`src/rtl/adc_pkg.sv`:
```
// adc_pkg: shared ADC sample width, default FIFO depth and sample type
package adc_pkg;
  localparam int ADC_DATA_W     = 8;
  localparam int ADC_FIFO_DEPTH = 16;
  typedef logic [ADC_DATA_W-1:0] sample_t;
endpackage

```
`src/rtl/sync_fifo.sv`:
```
// sync_fifo: generic show-ahead FIFO with push/pop/clear, level, full and empty
module sync_fifo #(
  parameter int DATA_W = 8,
  parameter int DEPTH  = 16,
  parameter int ADDR_W = $clog2(DEPTH)
) (
  input  logic              Clk,
  input  logic              Rst,
  input  logic              Clear,
  input  logic              Push,
  input  logic              Pop,
  input  logic [DATA_W-1:0] WrData,
  output logic [DATA_W-1:0] RdData,
  output logic [ADDR_W:0]   Level,
  output logic              Full,
  output logic              Empty
);
  logic [DATA_W-1:0] mem [DEPTH];
  logic [ADDR_W-1:0] wr_ptr, rd_ptr;
  logic [ADDR_W:0]   level;
  logic              pop_ok, push_ok;
  assign Empty   = level == '0;
  assign Full    = level == (ADDR_W+1)'(DEPTH);
  assign pop_ok  = Pop && !Empty;
  // a pop in the same cycle frees the slot a push into a full FIFO needs
  assign push_ok = Push && (!Full || pop_ok);
  assign RdData  = mem[rd_ptr];
  assign Level   = level;
  always_ff @(posedge Clk) begin
    if (!Rst || Clear) begin
      wr_ptr <= '0;
      rd_ptr <= '0;
      level  <= '0;
    end else begin
      if (push_ok) wr_ptr <= wr_ptr + 1'b1;
      if (pop_ok) rd_ptr <= rd_ptr + 1'b1;
      level <= level + (ADDR_W+1)'(push_ok) - (ADDR_W+1)'(pop_ok);
    end
  end
  always_ff @(posedge Clk)
    if (Rst && !Clear && push_ok) mem[wr_ptr] <= WrData;
endmodule

```
`src/rtl/adc_sample_fifo.sv`:
```
// adc_sample_fifo: captures ADC results on RD rising edge into a show-ahead FIFO,
// flagging and counting captures dropped while full
module adc_sample_fifo
  import adc_pkg::*;
#(
  parameter int DATA_W = ADC_DATA_W,
  parameter int DEPTH  = ADC_FIFO_DEPTH,
  parameter int ADDR_W = $clog2(DEPTH),
  parameter int DROP_W = 8
) (
  input  logic              Clk,
  input  logic              Rst,
  input  logic              CS,
  input  logic              RD,
  input  logic [DATA_W-1:0] D,
  input  logic              Clear,
  output logic [DATA_W-1:0] SampleData,
  output logic              SampleValid,
  input  logic              SampleReady,
  output logic [ADDR_W:0]   Level,
  output logic              Full,
  output logic              Overflow,
  output logic [DROP_W-1:0] DropCount
);
  logic [DATA_W-1:0] d_q;
  logic              rd_q, cap, pop, drop, empty;
  // d_q still holds the bus value from the last cycle RD was low
  assign cap         = !rd_q && RD && !CS;
  assign pop         = SampleValid && SampleReady;
  assign drop        = cap && Full && !pop;
  assign SampleValid = !empty;
  always_ff @(posedge Clk) begin
    if (!Rst) begin
      d_q       <= '0;
      rd_q      <= 1'b1;
      Overflow  <= 1'b0;
      DropCount <= '0;
    end else begin
      d_q  <= D;
      rd_q <= RD;
      if (Clear) begin
        Overflow  <= 1'b0;
        DropCount <= '0;
      end else if (drop) begin
        Overflow <= 1'b1;
        if (!(&DropCount)) DropCount <= DropCount + 1'b1;
      end
    end
  end
  sync_fifo #(.DATA_W(DATA_W), .DEPTH(DEPTH), .ADDR_W(ADDR_W)) u_fifo (
    .Clk    (Clk),
    .Rst    (Rst),
    .Clear  (Clear),
    .Push   (cap),
    .Pop    (SampleReady),
    .WrData (d_q),
    .RdData (SampleData),
    .Level  (Level),
    .Full   (Full),
    .Empty  (empty)
  );
endmodule

```
`config.mk`:
```
export PLATFORM = sky130hd
export DESIGN_NAME = adc_sample_fifo
export DESIGN_NICKNAME = d
export VERILOG_FILES = /design/src/rtl/adc_pkg.sv /design/src/rtl/sync_fifo.sv /design/src/rtl/adc_sample_fifo.sv
export SDC_FILE = /design/constraint.sdc
export NUM_CORES = 1
export LEC_CHECK = 0
export CORE_ASPECT_RATIO = 0.6
export CORE_MARGIN = 4
export CORE_UTILIZATION = 60
export CTS_CLUSTER_DIAMETER = 100
export DETAILED_ROUTE_END_ITERATION = 16
export DONT_BUFFER_PORTS = 1
export PLACE_DENSITY = 0.8
export SLEW_MARGIN = 15
export SYNTH_ARGS = -nofsm -noshare
export SYNTH_HDL_FRONTEND = slang
export SYNTH_SLANG_ARGS = --single-unit
```
`constraint.sdc`:
```
create_clock -name Clk -period 3.6 [get_ports Clk]
set_input_delay 0.36 -clock Clk [delete_from_list [all_inputs] [get_ports Clk]]
set_output_delay 0.36 -clock Clk [all_outputs]
set_load 0.03 [all_outputs]
```
After elaboration in Yosys (flattened, before gate mapping)

Memory sizes are Yosys's and may differ from the RTL's. A register that Yosys moved wholly into a read port is not among the register bits.
Index checks and enable logic that the tools add are counted.

Bits in registers: 31
Latch bits: 0
Bits in writable memories: 128
Bits in read-only memories: 0
Input bits: 14
Logic and storage cells: 41
Memories kept: 1

Memory list:

| memory     | words | width | rd ports | clocked after memory_dff | write ports | RTL line        | source |
|---|---|---|---|---|---|---|---|
| u_fifo.mem | 16    | 8     | 1        | 1                        | 1           | sync_fifo.sv:18 | `logic [DATA_W-1:0] mem [DEPTH];` |

Add/subtract/negate cells: 5
$mul: 0
Div/mod/pow operators: 0
Magnitude comparators: 0
Eq/ne operators: 1
Shift operators: 0
Muxes and demuxes: 4
Bitwise logic cells: 2
Reduce and logical (&&, ||, !) cells: 21

Operators by type and width:

| kind                | count |
|---|---|
| $add 4x1->4 const B | 2 |
| $add 8x1->8 const B | 1 |
| $logic_and 1x1->1   | 8 |
| $mux 4              | 2 |
| $reduce_and 8->1    | 1 |
| $logic_not 1->1     | 7 |
| $add 5x1->5         | 1 |
| $eq 5x5->1 const B  | 1 |
| $logic_not 5->1     | 1 |
| $sub 5x1->5         | 1 |
| $logic_or 1x1->1    | 2 |
| $mux 1              | 2 |
| $not 1->1           | 2 |
| $reduce_and 2->1    | 1 |
| $reduce_or 2->1     | 1 |

Logic depth before layout (Yosys ltp)

Depth after elaboration: 8
Gate-level depth with buffers: 15
Depth with buffers taken out: 14

By module

A second synthesis with hierarchy kept.

Cell total of the unflattened synthesis: 380
Area total of the unflattened synthesis: 6,486.2 um2

By module, submodules not included:

| module          | times used | cells an instance | area an instance (um2) |
|---|---|---|---|
| sync_fifo       | 1          | 308               | 5,769.3 |
| adc_sample_fifo | 1          | 72                | 716.9 |

Worst setup path after synthesis

No wires, ideal clock.

Kind: reg2reg
Start point: reg u_fifo.level[3] (netlist: u_fifo.Level[3])
End point: reg u_fifo.level[4] (netlist: u_fifo.Level[4])
Setup time: 0.130 ns
Arrival: 3.009 ns
Data required time: 3.470 ns
Setup slack: 0.461 ns
Stages on the path, launching flop included: 16
Clock period less this slack: 3.139 ns
Path through: dfxtp_1 > inv_1 > ha_1 > or4b_1 > clkbuf_1 > nand2_1 > inv_1 > ha_1 > inv_1 > ha_1 > inv_1 > fa_1 > nand2b_1 > a21oi_1 > o21ai_0 > nor3b_1

Word-level cells in the longest chain between the ends: 7
Elaborated cells on any way between the ends: 9
Classes of those cells: add/sub (2); eq/ne (1); reduce/logical (6)

RTL lines:

| what                     | RTL line              | source |
|---|---|---|
| start: declaration       | sync_fifo.sv:20       | `logic [ADDR_W:0] level;` |
| start signal: assignment | sync_fifo.sv:37       | `level <= level + (ADDR_W+1)'(push_ok) - (ADDR_W+1)'(pop_ok);` |
| $logic_not 5->1 (*)      | sync_fifo.sv:22       | `assign Empty = level == '0;` |
| $logic_not 1->1 (*)      | --                    |  |
| via SampleValid          | adc_sample_fifo.sv:18 | `output logic SampleValid,` |
| $logic_and 1x1->1 (*)    | sync_fifo.sv:24       | `assign pop_ok = Pop && !Empty;` |
| $logic_or 1x1->1         | sync_fifo.sv:26       | `assign push_ok = Push && (!Full \|\| pop_ok);` |
| $logic_and 1x1->1        | sync_fifo.sv:26       |  |
| $add 5x1->5              | sync_fifo.sv:37       |  |
| $sub 5x1->5 (*)          | sync_fifo.sv:37       |  |

The timed path passes the listed nets; every way through them passes the cells marked *.
A chain may end at the register's enable or synchronous reset.

Final worst setup path

Start point: reg u_fifo.level[3] (netlist: u_fifo.Level[3])
End point: reg u_fifo.level[4] (netlist: u_fifo.Level[4])

Word-level cells in the longest chain between the ends: 7
Elaborated cells on any way between the ends: 9
Classes of those cells: add/sub (2); eq/ne (1); reduce/logical (6)

RTL lines:

| what              | RTL line |
|---|---|
| $logic_not 5->1   | sync_fifo.sv:22 |
| $logic_not 1->1   | sync_fifo.sv:24 |
| $logic_and 1x1->1 | sync_fifo.sv:24 |
| $logic_or 1x1->1  | sync_fifo.sv:26 |
| $logic_and 1x1->1 | sync_fifo.sv:26 |
| $add 5x1->5       | sync_fifo.sv:37 |
| $sub 5x1->5 (*)   | sync_fifo.sv:37 |

Every way passes the cells marked *; elsewhere a longest branch is shown, timed or not.

==> flow_metrics.env <==
export IMPL_synthCells=384
export IMPL_grt_max_degree=33
export IMPL_required_ns=3.87
export IMPL_cap_violations=0
export IMPL_cpMostUsedCell="inv_1"
export IMPL_die_w_um=142
export IMPL_clock_latency_ns=0.42
export IMPL_postCtsSetupBuffers=0
export IMPL_core_area_mm2=0.0106
export IMPL_cp_cell_sequence="inv_1, ha_1, or4b_1, nand2_1, inv_1, ha_1, inv_1, ha_1, inv_1, fa_1, nand2b_1, a21oi_1, o21ai_0, nor3b_1"
export IMPL_ir_drop_v=0.000415
export IMPL_root_buffer="clkbuf_16"
export IMPL_final_antenna_net_count=0
export IMPL_grtUsageTotal_pct=22.5
export IMPL_hold_viol_final=0
export IMPL_layout_setup_ws_ns=0.422
export IMPL_synthToLayoutAreaGrowth_pct=13.1
export IMPL_grt_pass1_vias=3444
export IMPL_yosysTopAreaCell="edfxtp_1"
export IMPL_synth_edf_count=128
export IMPL_hp_class="primary input to flop"
export IMPL_cts_tree="built"
export IMPL_finalSetupTns_ns=0
export IMPL_synth_top_area_share_pct=59.4
export IMPL_grt_overflow=0
export IMPL_p_leak_nw=2.49
export IMPL_rsz0062_at_grt="false"
export IMPL_dp_hpwl_um=8230
export IMPL_synth_distinct_cells=44
export IMPL_wl_um=13000
export IMPL_viasPerCell=6.29
export IMPL_synthArstFlopShare_pct=0
export IMPL_start_kind="flop"
export IMPL_slew_violations=0
export IMPL_dieArea_mm2=0.0126
export IMPL_grt_antenna_before_repair=0
export IMPL_via_count=3504
export IMPL_synth_area_leaders="edfxtp_1 (59%), mux4_2 (11%), dfxtp_1 (11%)"
export IMPL_clock_fmax_ghz=0.315
export IMPL_grt_pass1_wl_um=20100
export IMPL_boundaryPins=38
export IMPL_maxSlewHeadroom_pct=42.8
export IMPL_dr_pass1_iters=5
export IMPL_cp_num_buf_inv=4
export IMPL_synth_most_common_cell="edfxtp_1"
export IMPL_synth_seq_cells=163
export IMPL_drc=0
export IMPL_setup_viol=0
export IMPL_syn_area_mm2=0.00647
export IMPL_cts_buffers=17
export IMPL_antenna_cells=0
export IMPL_place_congestion=0.863
export IMPL_nFillCells=630
export IMPL_ctsHtreeMaxLevel=4
export IMPL_synth_fp_nets=411
export IMPL_slowest_delay_ns=0.47
export IMPL_p_total_mw=4.39
export IMPL_critPathMaxFanout=3
export IMPL_worst_pin_slew_ns=0.857
export IMPL_syn_avg_cell_area_um2=16.8
export IMPL_p_per_area_mw_per_mm2=600
export IMPL_clock_sinks=163
export IMPL_synth_common_cells="edfxtp_1 (128), dfxtp_1 (35), mux4_2 (32), nor2_1 (26), a22oi_1 (16)"
export IMPL_endpoint_kind="flop"
export IMPL_finalCritPeriodShare_pct=88.3
export IMPL_fin_nets=432
export IMPL_num_rows=29
export IMPL_crit_arrival_ns=3.45
export IMPL_io_buffers=0
export IMPL_crit_path_top_delay_cell="or4b_1"
export IMPL_synthFlopType="edfxtp_1"
export IMPL_skew_ns=0.0103
export IMPL_period_needed_ns=3.18
export IMPL_drive_above_1_share_pct=21.1
export IMPL_status="completed"
export IMPL_yosys_warnings=0
export IMPL_first_iter_violations=388
export IMPL_finish_utilization_pct=69.3
export IMPL_avgRoutedWirePerCell_um=23.3
export IMPL_pre_cts_slack_ns=0.491
export IMPL_ctsLongestPathBuffers=2
export IMPL_ys_seq_area_share_pct=70.3
export IMPL_crit_family="adder cells"
export IMPL_die_h_um=88.4
export IMPL_holdWs_ns=0.0413
export IMPL_start_util_pct=61.3
export IMPL_clk_pin_slew_worst_paths_ns=0.06
export IMPL_critPathKind="flop to flop"
==> cell usage in the layout, fill, tap and decap left out, types with 2 or more instances in the layout <==
master	instances
or4_1	3
nand4_1	3
mux2i_1	2
nor3_1	6
ha_1	12
and3_1	4
a22oi_1	16
nor2b_1	4
and2_1	11
nand2_1	12
clkinv_4	2
a21oi_1	8
o31ai_1	3
nand2b_1	6
nand3_1	10
mux4_2	32
clkbuf_8	3
xor2_1	6
clkbuf_1	3
dfxtp_1	34
nor2_1	26
clkbuf_16	19
inv_1	13
edfxtp_1	128
o21ai_1	2
clkinv_2	4
xnor2_1	3
buf_4	20
o211ai_1	2
and4_1	3
==> worst paths after layout <==
path,cells after the start,startpoint,to,slack (ns)
max,14,u_fifo.Level[3]$_SDFF_PP0_,u_fifo.Level[4]$_SDFF_PP0_,0.42
min,1,RD,rd_q$_SDFF_PN1_,0.04
max reg2reg,14,u_fifo.Level[3]$_SDFF_PP0_,u_fifo.Level[4]$_SDFF_PP0_,0.42
min reg2reg,2,u_fifo.rd_ptr[1]$_SDFFE_PP0N_,u_fifo.rd_ptr[1]$_SDFFE_PP0N_,0.53
==> per-layer routing <==
metal	track usage, %	vias to the layer above	share of wire (%)
met5	0	-	0
met4	8.80	0	1.8
met3	6.16	22	8.8
met2	32.8	201	47
met1	32.9	1753	43
li1	-	1528	-
==> per-stage QoR <==
stage	std cells	cell area [um^2]
floorplan	384	6470
global placement	524	6710
detailed placement	524	6710
CTS	557	7310
global route	557	7310
finish	557	7310
==> final cells by class <==
| class | count | area [um^2] | area share, % |
|---|---|---|---|
| clock buffer | 25 | 528 | 7.22 |
| clock inverter | 7 | 70.1 | 0.958 |
| inverter | 15 | 57.6 | 0.787 |
| multi-input combinational | 187 | 1780 | 24.3 |
| sequential | 163 | 4550 | 62.1 |
| tap | 139 | 174 | 2.38 |
| timing repair buffer | 21 | 160 | 2.19 |
==> cell families after synthesis <==
| logic type | share of synthesized area, % |
|---|---|
| mux | 11.5 |
| simple gates | 8.26 |
| compound gates | 3.95 |
| buf+inv | 2.24 |
| xor+xnor | 1.22 |
| fa+ha+maj | 2.63 |
| flops | 70.3 |
==> power breakdown <==
group | leakage (nW) | total (mW) | switching [mW] | internal [mW]
sequential | 1.50 | 2.15 | 0.0987 | 2.05
clock | 0.293 | 1.78 | 0.687 | 1.09
combinational | 0.687 | 0.460 | 0.243 | 0.217
total | 2.49 | 4.39 | 1.03 | 3.36
==> timing repair <==
| item | 4_1_cts | 5_1_grt |
|---|---|---|
| hold buffers | 1 | 0 |
| setup endpoints to repair | 0 | 0 |
| endpoints found under the hold margin | 1 | 0 |
| gates resized for setup | 0 | 0 |
==> flip-flops by register name, summed over array words and instances, names as in the netlist, named ones only <==
name           count
u_fifo.rd_ptr      4
u_fifo.wr_ptr      4
Overflow           1
u_fifo.Level       5
d_q                8
rd_q               1
DropCount          8
u_fifo.mem       128
Power figures use the tool's default switching activity.
